### src/rtl/cpu_ctrl_pkg.sv
// Shared constants for the hardwired control unit: opcodes, state encoding,
// IR field positions and the per-state strobe decode.
package cpu_ctrl_pkg;

  localparam logic [4:0] OP_ADD  = 5'b00011;
  localparam logic [4:0] OP_SUB  = 5'b00100;
  localparam logic [4:0] OP_AND  = 5'b00101;
  localparam logic [4:0] OP_OR   = 5'b00110;
  localparam logic [4:0] OP_SHR  = 5'b00111;
  localparam logic [4:0] OP_SHL  = 5'b01000;
  localparam logic [4:0] OP_ROR  = 5'b01001;
  localparam logic [4:0] OP_ROL  = 5'b01010;
  localparam logic [4:0] OP_NOP  = 5'b11010;
  localparam logic [4:0] OP_HALT = 5'b11011;

  localparam int IR_OP_MSB = 31;
  localparam int IR_OP_LSB = 27;
  localparam int IR_RA_MSB = 26;
  localparam int IR_RA_LSB = 23;
  localparam int IR_RB_MSB = 22;
  localparam int IR_RB_LSB = 19;
  localparam int IR_RC_MSB = 18;
  localparam int IR_RC_LSB = 15;

  typedef enum logic [3:0] {
    ST_RST  = 4'd0,
    ST_T0   = 4'd1,
    ST_T1   = 4'd2,
    ST_T2   = 4'd3,
    ST_T3   = 4'd4,
    ST_T4   = 4'd5,
    ST_T5   = 4'd6,
    ST_HALT = 4'd7
  } state_t;

  typedef struct packed {
    logic       pc_out;
    logic       zlow_out;
    logic       mdr_out;
    logic       mar_in;
    logic       zlow_in;
    logic       pc_in;
    logic       mdr_in;
    logic       ir_in;
    logic       y_in;
    logic       inc_pc;
    logic       read;
    logic       gra;
    logic       grb;
    logic       grc;
    logic       r_in;
    logic       r_out;
    logic [4:0] alu_op;
    logic       run;
    logic       illegal;
  } ctrl_out_t;

  // Strobes that should be visible while sitting in state st.
  // first_t1 qualifies PCin so the PC is written only once per fetch.
  function automatic ctrl_out_t ctrl_out_for(state_t st, logic first_t1,
                                             logic is_alu, logic is_illegal,
                                             logic [4:0] op);
    ctrl_out_t o;
    o = '0;
    case (st)
      ST_T0: begin
        o.pc_out  = 1'b1;
        o.mar_in  = 1'b1;
        o.inc_pc  = 1'b1;
        o.zlow_in = 1'b1;
        o.run     = 1'b1;
      end
      ST_T1: begin
        o.zlow_out = 1'b1;
        o.pc_in    = first_t1;
        o.read     = 1'b1;
        o.mdr_in   = 1'b1;
        o.run      = 1'b1;
      end
      ST_T2: begin
        o.mdr_out = 1'b1;
        o.ir_in   = 1'b1;
        o.run     = 1'b1;
      end
      ST_T3: begin
        o.run     = 1'b1;
        o.grb     = is_alu;
        o.r_out   = is_alu;
        o.y_in    = is_alu;
        o.illegal = is_illegal;
      end
      ST_T4: begin
        o.run     = 1'b1;
        o.grc     = 1'b1;
        o.r_out   = 1'b1;
        o.alu_op  = op;
        o.zlow_in = 1'b1;
      end
      ST_T5: begin
        o.run      = 1'b1;
        o.zlow_out = 1'b1;
        o.gra      = 1'b1;
        o.r_in     = 1'b1;
      end
      default: o = '0;
    endcase
    return o;
  endfunction

endpackage

### src/rtl/ctrl_decode.sv
// Opcode classifier for the control sequencer.
module ctrl_decode
  import cpu_ctrl_pkg::*;
(
  input  logic [4:0] i_opcode,
  output logic       o_is_alu,
  output logic       o_is_nop,
  output logic       o_is_halt,
  output logic       o_is_illegal
);

  // ALU ops occupy the contiguous range add..rol; everything unlisted is illegal.
  always_comb begin
    o_is_alu     = (i_opcode >= OP_ADD) && (i_opcode <= OP_ROL);
    o_is_nop     = (i_opcode == OP_NOP);
    o_is_halt    = (i_opcode == OP_HALT);
    o_is_illegal = !(o_is_alu || o_is_nop || o_is_halt);
  end

endmodule

### src/rtl/control_sequencer.sv
// Moore sequencer: fetch, decode and the three-cycle register-register ALU
// sequence. Strobes are registered together with the state so every output
// changes only on a clock edge.
module control_sequencer
  import cpu_ctrl_pkg::*;
(
  input  logic        Clock,
  input  logic        Reset,
  input  logic [31:0] IR,
  input  logic        MemRdy,
  input  logic        Stop,
  output logic        PCout,
  output logic        Zlowout,
  output logic        MDRout,
  output logic        MARin,
  output logic        ZLowIn,
  output logic        PCin,
  output logic        MDRin,
  output logic        IRin,
  output logic        Yin,
  output logic        IncPC,
  output logic        Read,
  output logic        Gra,
  output logic        Grb,
  output logic        Grc,
  output logic        Rin,
  output logic        Rout,
  output logic [4:0]  ALUop,
  output logic        Run,
  output logic        Illegal
);

  state_t     r_state;
  logic [4:0] r_opcode;
  logic       r_t1_busy;
  ctrl_out_t  r_out;

  state_t     w_next_state;
  logic [4:0] w_ir_op;
  logic [4:0] w_dec_op;
  logic       w_is_alu;
  logic       w_is_nop;
  logic       w_is_halt;
  logic       w_is_illegal;
  ctrl_out_t  w_next_out;
  logic       w_unused_ir;

  assign w_ir_op     = IR[IR_OP_MSB:IR_OP_LSB];
  assign w_unused_ir = &{1'b0, IR[IR_RA_MSB:0]};

  // In T2 the decoder looks at the opcode about to be latched so the T3
  // strobes can be registered on the same edge that enters T3.
  assign w_dec_op = (r_state == ST_T2) ? w_ir_op : r_opcode;

  ctrl_decode u_decode (
    .i_opcode     (w_dec_op),
    .o_is_alu     (w_is_alu),
    .o_is_nop     (w_is_nop),
    .o_is_halt    (w_is_halt),
    .o_is_illegal (w_is_illegal)
  );

  // Next-state selection; Stop is honoured only at instruction boundaries.
  always_comb begin
    w_next_state = r_state;
    case (r_state)
      ST_RST:  w_next_state = ST_T0;
      ST_T0:   w_next_state = ST_T1;
      ST_T1:   w_next_state = MemRdy ? ST_T2 : ST_T1;
      ST_T2:   w_next_state = ST_T3;
      ST_T3: begin
        if (w_is_alu)
          w_next_state = ST_T4;
        else if (w_is_halt)
          w_next_state = ST_HALT;
        else if (w_is_nop || w_is_illegal)
          w_next_state = Stop ? ST_HALT : ST_T0;
        else
          w_next_state = ST_T0;
      end
      ST_T4:   w_next_state = ST_T5;
      ST_T5:   w_next_state = Stop ? ST_HALT : ST_T0;
      ST_HALT: w_next_state = ST_HALT;
      default: w_next_state = ST_RST;
    endcase
  end

  // Strobes for the state being entered.
  always_comb begin
    w_next_out = ctrl_out_for(w_next_state, !r_t1_busy, w_is_alu,
                              w_is_illegal, w_dec_op);
  end

  // State, latched opcode, PCin first-cycle flag and registered strobes.
  always_ff @(posedge Clock or posedge Reset) begin
    if (Reset) begin
      r_state   <= ST_RST;
      r_opcode  <= '0;
      r_t1_busy <= 1'b0;
      r_out     <= '0;
    end else begin
      r_state   <= w_next_state;
      r_t1_busy <= (w_next_state == ST_T1);
      r_out     <= w_next_out;
      if (r_state == ST_T2)
        r_opcode <= w_ir_op;
    end
  end

  assign PCout   = r_out.pc_out;
  assign Zlowout = r_out.zlow_out;
  assign MDRout  = r_out.mdr_out;
  assign MARin   = r_out.mar_in;
  assign ZLowIn  = r_out.zlow_in;
  assign PCin    = r_out.pc_in;
  assign MDRin   = r_out.mdr_in;
  assign IRin    = r_out.ir_in;
  assign Yin     = r_out.y_in;
  assign IncPC   = r_out.inc_pc;
  assign Read    = r_out.read;
  assign Gra     = r_out.gra;
  assign Grb     = r_out.grb;
  assign Grc     = r_out.grc;
  assign Rin     = r_out.r_in;
  assign Rout    = r_out.r_out;
  assign ALUop   = r_out.alu_op;
  assign Run     = r_out.run;
  assign Illegal = r_out.illegal;

endmodule

### config.mk
export PLATFORM = sky130hd
export DESIGN_NAME = control_sequencer
export DESIGN_NICKNAME = d
export VERILOG_FILES = /design/src/rtl/cpu_ctrl_pkg.sv /design/src/rtl/ctrl_decode.sv /design/src/rtl/control_sequencer.sv
export SDC_FILE = /design/constraint.sdc
export NUM_CORES = 1
export LEC_CHECK = 0
export ABC_CLOCK_PERIOD_IN_PS = 1560
export CAP_MARGIN = 20
export CELL_PAD_IN_SITES_DETAIL_PLACEMENT = 2
export CELL_PAD_IN_SITES_GLOBAL_PLACEMENT = 2
export CORE_MARGIN = 3
export CORE_UTILIZATION = 22
export CTS_CLUSTER_SIZE = 25
export DETAILED_ROUTE_END_ITERATION = 8
export MAX_ROUTING_LAYER = met4
export PLACE_DENSITY = 0.83
export SLEW_MARGIN = 5
export SYNTH_ARGS = -nofsm -noshare
export SYNTH_HDL_FRONTEND = slang
export SYNTH_SLANG_ARGS = --single-unit
export TNS_END_PERCENT = 20
### constraint.sdc
create_clock -name Clock -period 1.56 [get_ports Clock]
set_input_delay 0.39 -clock Clock [delete_from_list [all_inputs] [get_ports Clock]]
set_output_delay 0.39 -clock Clock [all_outputs]
set_load 0.02 [all_outputs]
==> results.txt, run 1 <==
initial antenna violation count - 0
initial core utilization - 23.79%
kind of critical path - primary input to flop
Die Span Y - 76.26 um
non-filler instance count after layout - 189
DRC violation count after routing - 0
maximum root-to-sink buffer count - 2
port buffer count - 31
count of max-cap constraint violations - 0
Sink Count - 25
worst setup slack after placement - -0.2403 ns
count of pins over their slew limit - 0
proportion of power drawn by flip-flops and latches - 36.4%
net switching component of the power - 1.146 mW
area of the core - 0.004564 mm2
Post-synth ARST share - 100.0%
peak supply drop - 0.4515 mV
switching fraction of total power - 40.37%
Layout Area Growth over Synthesis - 38.83%
mean routed wirelength per cell - 13.44 um
share of total power in combinational logic - 50.2%
H-tree depth reported by CTS - 1
area after detailed placement - 0.001478 mm2
detailed-router iteration count before antenna repair - 4
share of total power in the clock network - 13.3%
worst-path fanout max - 3
CP peak stage delay - 0.44 ns
internal power consumption - 1.693 mW
Worst Skew - 0.003652 ns
EDFF count, synth - 0
top flip-flop cell by instance count after synthesis - sky130_fd_sc_hd__dfrtp_1
via count of the first global-routing pass - 874
Final Cycle Share - 95.12%
global-route wire length before repair - 4257 um
# rows - 24
CTS root buffer - sky130_fd_sc_hd__clkbuf_8
top-area cell type share of the netlist area - 57.60%
endpoint kind of the worst setup timing path - flop
syn avg cell area - 12.20 um2
Mapped Nets - 125
DRC violation total after the first TritonRoute iteration - 19
weighted congestion reported at the end of routability-driven placement - 0.8175
fraction of final layout cells sized beyond drive strength 1 - 21.77%
clk slew on worst S/H paths - 0.09 ns
post-placement cell count - 185
global route overflow - 0
total power density per cell area - 1883 mW/mm2
cell-by-cell trace of the critical path - clkdlybuf4s50_1, a21oi_2, xnor2_1, buf_4, a22oi_4, a22oi_4, nand3_2
startpoint types - primary input
via count normalized by instance count - 3.979
overall global routing resource usage - 9.341%
leakage power of the design - 0.7936 nW
clock buffer count from CTS - 3
setup violation total in the final timing report - 0
ANT nets after route - 0
Final Hold Viols - 0
yosys warns - 0
CTS tree - done
die area - 0.005816 mm2
unrepaired setup endpoints after global routing - yes
Boundary Pins - 59
cell mode on critical path - sky130_fd_sc_hd__a22oi_4
hold crit path type - flop to flop
number of nets in the layout - 161
post-CTS repair timing setup buffer count - 0
Yosys top cell by area - sky130_fd_sc_hd__dfrtp_1
detailed-route wire length - 2540 um
most common cell in the netlist - sky130_fd_sc_hd__dfrtp_1
Worst-Skew Late Latency - 0.26 ns
leading cell types by total area after synthesis - sky130_fd_sc_hd__dfrtp_1 (58%), sky130_fd_sc_hd__buf_4 (4.8%), sky130_fd_sc_hd__mux2_4 (4.1%)
status - complete, no violations
data required time at the worst endpoint - 1.70 ns
top cells by count, synth - sky130_fd_sc_hd__dfrtp_1 (25), sky130_fd_sc_hd__buf_4 (7), sky130_fd_sc_hd__a21oi_1 (6)
setup ws final - 0.07612 ns
maximum number of pins on one net before global-route repair - 26
finished layout cell area - 0.001508 mm2
flip-flop and latch count after synthesis - 25
sequential element share of the synthesized area - 57.60%
distinct cell type count after synthesis - 30
horizontal die dimension - 76.26 um
final hold slack - 0.4531 ns
clock period minus final worst setup slack - 1.484 ns
combined area of all synthesized cells - 0.001086 mm2
via total after detailed routing - 752
detailed placer's ending HPWL - 2006 um
Worst path slowest cell - sky130_fd_sc_hd__clkdlybuf4s50_1
crit path DAT - 1.63 ns
Highest Clock Rate - 673.9 MHz
antenna diode count - 0
Gate Count Post-Synth - 89
==> timing repair <==
item	in CTS	in global routing
endpoints found under the setup margin	23	2
endpoints found under the hold margin	0	0
gates resized for setup	23	2
hold buffers	0	0
==> power groups by stage <==
stage	combinational (mW)	sequential, mW	clock, mW
2_1_floorplan	0.927	1.16	0
3_3_place_gp	1.48	1.03	0
3_5_place_dp	1.55	1.05	0
4_1_cts	1.45	1.03	0.385
5_1_grt	1.56	1.08	0.425
6_report	1.43	1.03	0.378
==> layer usage <==
metal	global-route usage (%)	vias to the layer above	part of all wire [%]
met4	2.717	0	0
met2	18.37	23	55
li1	-	359	-
met1	8.744	370	39
met5	-	-	0
met3	2.482	0	5.4
==> metrics by stage <==
stage | TNS, ns | power (mW) | util, %
finish | 0 | 2.840 | 33.03
global route | -0.01521 | 3.056 | 33.03
CTS | 0 | 2.860 | 32.76
detailed placement | -0.7808 | 2.605 | 32.37
global placement | -0.4569 | 2.510 | 32.37
floorplan | 0 | 2.082 | -
==> cell usage in the layout, fill, tap and decap left out, types with 2 or more instances in the layout <==
master / netlist / routed
sky130_fd_sc_hd__dfrtp_1: 25 / 25
sky130_fd_sc_hd__a22oi_4: 2 / 2
sky130_fd_sc_hd__inv_1: 4 / 4
sky130_fd_sc_hd__nand3_1: 3 / 3
sky130_fd_sc_hd__nor3_1: 5 / 5
sky130_fd_sc_hd__clkbuf_8: 0 / 3
sky130_fd_sc_hd__nand2_1: 5 / 5
sky130_fd_sc_hd__dlygate4sd2_1: 0 / 23
sky130_fd_sc_hd__and2_1: 2 / 2
sky130_fd_sc_hd__clkdlybuf4s50_1: 0 / 8
sky130_fd_sc_hd__nor2b_1: 5 / 5
sky130_fd_sc_hd__a21oi_1: 6 / 5
sky130_fd_sc_hd__mux2_4: 3 / 3
sky130_fd_sc_hd__nor2_1: 3 / 3
sky130_fd_sc_hd__mux2_2: 2 / 2
sky130_fd_sc_hd__buf_4: 7 / 9
==> path summary, 6_finish.rpt <==
kind | from | cells past startpoint | endpoint | slack, ns
setup / recovery | IR[28] | 7 | Run$_DFF_PP0_ | 0.08
min in group asynchronous | Reset | 3 | IRin$_DFF_PP0_ | 0.48
setup reg to reg | r_state[1]$_DFF_PP0_ | 5 | IncPC$_DFF_PP0_ | 0.17
hold / removal | MDRin$_DFF_PP0_ | 1 | PCin$_DFF_PP0_ | 0.45
hold reg to reg | MDRin$_DFF_PP0_ | 1 | PCin$_DFF_PP0_ | 0.45
max in group asynchronous | Reset | 3 | Grc$_DFF_PP0_ | 0.84
==> critical path: cells and delay by family <==
family                 cells  cell delay, ns
AO/OA/AOI/OAI              3            0.41
XOR/XNOR                   1            0.14
buffers and inverters      2            0.59
AND/OR/NAND/NOR            1            0.10
==> kinds of logic after synthesis <==
logic type      Yosys count  share of synthesized area, %
compound gates           12                         9.446
xor+xnor                  1                        0.8066
buf+inv                  13                         7.603
flops                    25                         57.60
mux                       5                         6.221
other cells               1                        0.3453
simple gates             32                         17.97
==> final cells by class <==
cell class	instances	area, um2
Timing Repair Buffer	40	349.1
Fill cell	507	3057
Clock buffer	3	41.29
Clock inverter	1	5.005
Inverter	4	15.01
Sequential cell	25	625.6
Multi-Input combinational cell	51	390.4
Tap cell	65	81.33
Note: power is estimated with default switching activity, not from simulation.
==> run 2: changes to the inputs <==
--- a/config.mk
+++ b/config.mk
@@ -5,7 +5,7 @@
 export SDC_FILE = /design/constraint.sdc
 export NUM_CORES = 1
 export LEC_CHECK = 0
-export ABC_CLOCK_PERIOD_IN_PS = 1560
+export ABC_CLOCK_PERIOD_IN_PS = 1500
 export CAP_MARGIN = 20
 export CELL_PAD_IN_SITES_DETAIL_PLACEMENT = 2
 export CELL_PAD_IN_SITES_GLOBAL_PLACEMENT = 2
@@ -13,10 +13,10 @@
 export CORE_UTILIZATION = 22
 export CTS_CLUSTER_SIZE = 25
 export DETAILED_ROUTE_END_ITERATION = 8
+export HOLD_SLACK_MARGIN = 0.02
 export MAX_ROUTING_LAYER = met4
 export PLACE_DENSITY = 0.83
 export SLEW_MARGIN = 5
 export SYNTH_ARGS = -nofsm -noshare
 export SYNTH_HDL_FRONTEND = slang
 export SYNTH_SLANG_ARGS = --single-unit
-export TNS_END_PERCENT = 20
==> constraint.sdc (replaced) <==
create_clock -name Clock -period 1.5 [get_ports Clock]
set_input_delay 0.375 -clock Clock [delete_from_list [all_inputs] [get_ports Clock]]
set_output_delay 0.375 -clock Clock [all_outputs]
set_load 0.02 [all_outputs]
==> run 2 against run 1 <==
- sequential power grew 4%
- power rose by 5.6%
- clock power rose by 7.4%
- largest cell class unchanged
- core utilization rose by 0.22 points
- global-route usage is 0.30 points higher
- clock-buffer cell count is the same
==> results.txt, run 2 (same netlist as run 1, synthesis figures left out) <==
most common cell after layout, fill and taps aside - sky130_fd_sc_hd__dfrtp_1
total power density per cell area - 1975 mW/mm2 (+4.9%)
CTS root buffer - sky130_fd_sc_hd__clkbuf_8
Sink Count - 25 (unchanged)
area of the core - 0.004564 mm2 (unchanged)
global-route wire length before repair - 4291 um (+0.80%)
area after detailed placement - 0.001485 mm2 (+0.51%)
unrepaired setup endpoints after global routing - yes
Final Cycle Share - 96.88%
detailed placer's ending HPWL - 2132 um (+6.3%)
clock buffer count from CTS - 3 (unchanged)
ANT nets after route - 0 (unchanged)
clock period minus final worst setup slack - 1.453 ns
worst reg2reg path startpoint - r_state[1]$_DFF_PP0_
detailed-router iteration count before antenna repair - 3 (-1)
maximum root-to-sink buffer count - 2 (unchanged)
post-CTS repair timing setup buffer count - 0 (unchanged)
crit path DAT - 1.60 ns (-0.03 ns)
setup violation total in the final timing report - 0 (unchanged)
port buffer count - 31 (unchanged)
die area - 0.005816 mm2 (unchanged)
Layout Area Growth over Synthesis - 39.75%
detailed-route wire length - 2631 um (+3.6%)
overall global routing resource usage - 9.638% (+0.30 points)
global route overflow - 0 (unchanged)
commonest cells after routing, fill and taps aside - sky130_fd_sc_hd__dfrtp_1 (25), sky130_fd_sc_hd__dlygate4sd2_1 (23), sky130_fd_sc_hd__buf_4 (10), sky130_fd_sc_hd__clkdlybuf4s50_1 (8)
fraction of final layout cells sized beyond drive strength 1 - 22.40% (+0.63 points)
number of nets in the layout - 162 (+0.62%)
Die Span Y - 76.26 um (unchanged)
clk slew on worst S/H paths - 0.09 ns (about the same)
Layout fillers - 509 (+0.39%)
Final Hold Viols - 0 (unchanged)
Worst Skew - 0.006541 ns (+0.002888 ns)
via total after detailed routing - 776 (+3.2%)
horizontal die dimension - 76.26 um (unchanged)
leakage power of the design - 0.7944 nW (+0.11%)
count of max-cap constraint violations - 0 (unchanged)
startpoint types - primary input
weighted congestion reported at the end of routability-driven placement - 0.8222 (+0.57%)
Design Power - 2.998 mW (+5.6%)
antenna diode count - 0 (unchanged)
worst setup path startpoint - IR[28]
endpoint kind of the worst setup timing path - flop
via count normalized by instance count - 4.084 (+2.6%)
Highest Clock Rate - 688.1 MHz
data required time at the worst endpoint - 1.65 ns (-0.05 ns)
initial antenna violation count - 0 (unchanged)
Worst-Skew Late Latency - 0.27 ns (about the same)
H-tree depth reported by CTS - 1 (unchanged)
kind of critical path - primary input to flop
via count of the first global-routing pass - 904 (+3.4%)
count of pins over their slew limit - 0 (unchanged)
status - complete, no violations
Final Core Density - 33.25% (+0.22 points)
finished layout cell area - 0.001518 mm2 (+0.66%)
final hold slack - 0.4592 ns (+0.006096 ns)
CTS tree - done
worst-path fanout max - 3 (unchanged)
mean routed wirelength per cell - 13.85 um (+3.0%)
DRC violation total after the first TritonRoute iteration - 38 (+19)
initial core utilization - 23.79% (unchanged)
peak supply drop - 0.3829 mV (-15%)
maximum number of pins on one net before global-route repair - 26 (unchanged)
hold crit path type - primary input to async pin
setup TNS - 0 ns (unchanged)
# rows - 24 (unchanged)
DRC violation count after routing - 0 (unchanged)
Boundary Pins - 59 (unchanged)
==> run 2: cell types whose count changed in the layout (fill, tap and decap cells not counted), sizes merged <==
cell      previous run  this run
buf                  9        10
clkinv               1         0
clkinvlp             0         1
==> run 2: worst max-delay path, cell delays in order <==
cell and delay [ns]:
sky130_fd_sc_hd__clkdlybuf4s50_1 0.44, sky130_fd_sc_hd__a21oi_2 0.16, sky130_fd_sc_hd__xnor2_1 0.14, sky130_fd_sc_hd__buf_4 0.15, sky130_fd_sc_hd__a22oi_4 0.06, sky130_fd_sc_hd__a22oi_4 0.18, sky130_fd_sc_hd__nand3_2 0.10
==> run 2: routing by layer <==
layer	global-route usage [%]	part of all wire (%)
met1	8.561	36
met2	18.89	56
met3	2.719	5.4
met4	3.804	1.7
met5	-	0
==> run 2: timing repair <==
action | 4_1_cts | 5_1_grt
setup endpoints to repair | 23 | 4
hold endpoints to repair | 0 | 0
gates resized for setup | 23 | 2
hold buffers | 0 | 0
pin swaps | 0 | 0
==> run 2: area by class of cell <==
cell class                      count  area, um2  share of cell area [%]
Timing Repair Buffer               41      356.6                   23.50
Clock buffer                        3      41.29                   2.721
Sequential cell                    25      625.6                   41.22
Tap cell                           65      81.33                   5.359
Inverter                            4      15.01                  0.9893
Multi-Input combinational cell     51      390.4                   25.72
Clock inverter                      1      7.507                  0.4946
==> run 2: power by group <==
part / internal (mW) / switching, mW
registers: 0.909 / 0.163
logic: 0.683 / 0.837
clock network: 0.188 / 0.218
==> run 2: worst paths after layout <==
check / endpoint / slack [ns] / cells after the start
setup reg to reg: Run$_DFF_PP0_ / 0.08 / 5
min in group Clock: PCin$_DFF_PP0_ / 0.47 / 1
max in group asynchronous: r_opcode[2]$_DFF_PP0_ / 0.80 / 3
hold reg to reg: PCin$_DFF_PP0_ / 0.47 / 1
setup / recovery: Run$_DFF_PP0_ / 0.05 / 7
hold / removal: ALUop[4]$_DFF_PP0_ / 0.46 / 3
==> run 2: per-stage QoR <==
| stage | setup slack (ns) | cells |
|---|---|---|
| final | 0.04680 | 190 |
| after global routing | -0.03590 | 190 |
| after CTS | 0.003422 | 190 |
| after detailed placement | -0.2919 | 186 |
| after global placement | -0.2185 | 186 |
| after floorplan | 0.2194 | 89 |
==> run 3: changes to the inputs <==
--- a/config.mk
+++ b/config.mk
@@ -16,7 +16,6 @@
 export HOLD_SLACK_MARGIN = 0.02
 export MAX_ROUTING_LAYER = met4
 export PLACE_DENSITY = 0.83
-export SLEW_MARGIN = 5
 export SYNTH_ARGS = -nofsm -noshare
 export SYNTH_HDL_FRONTEND = slang
 export SYNTH_SLANG_ARGS = --single-unit
==> results of run 3 <==
Final layout, timing and power as in run 2 (identical DEF).
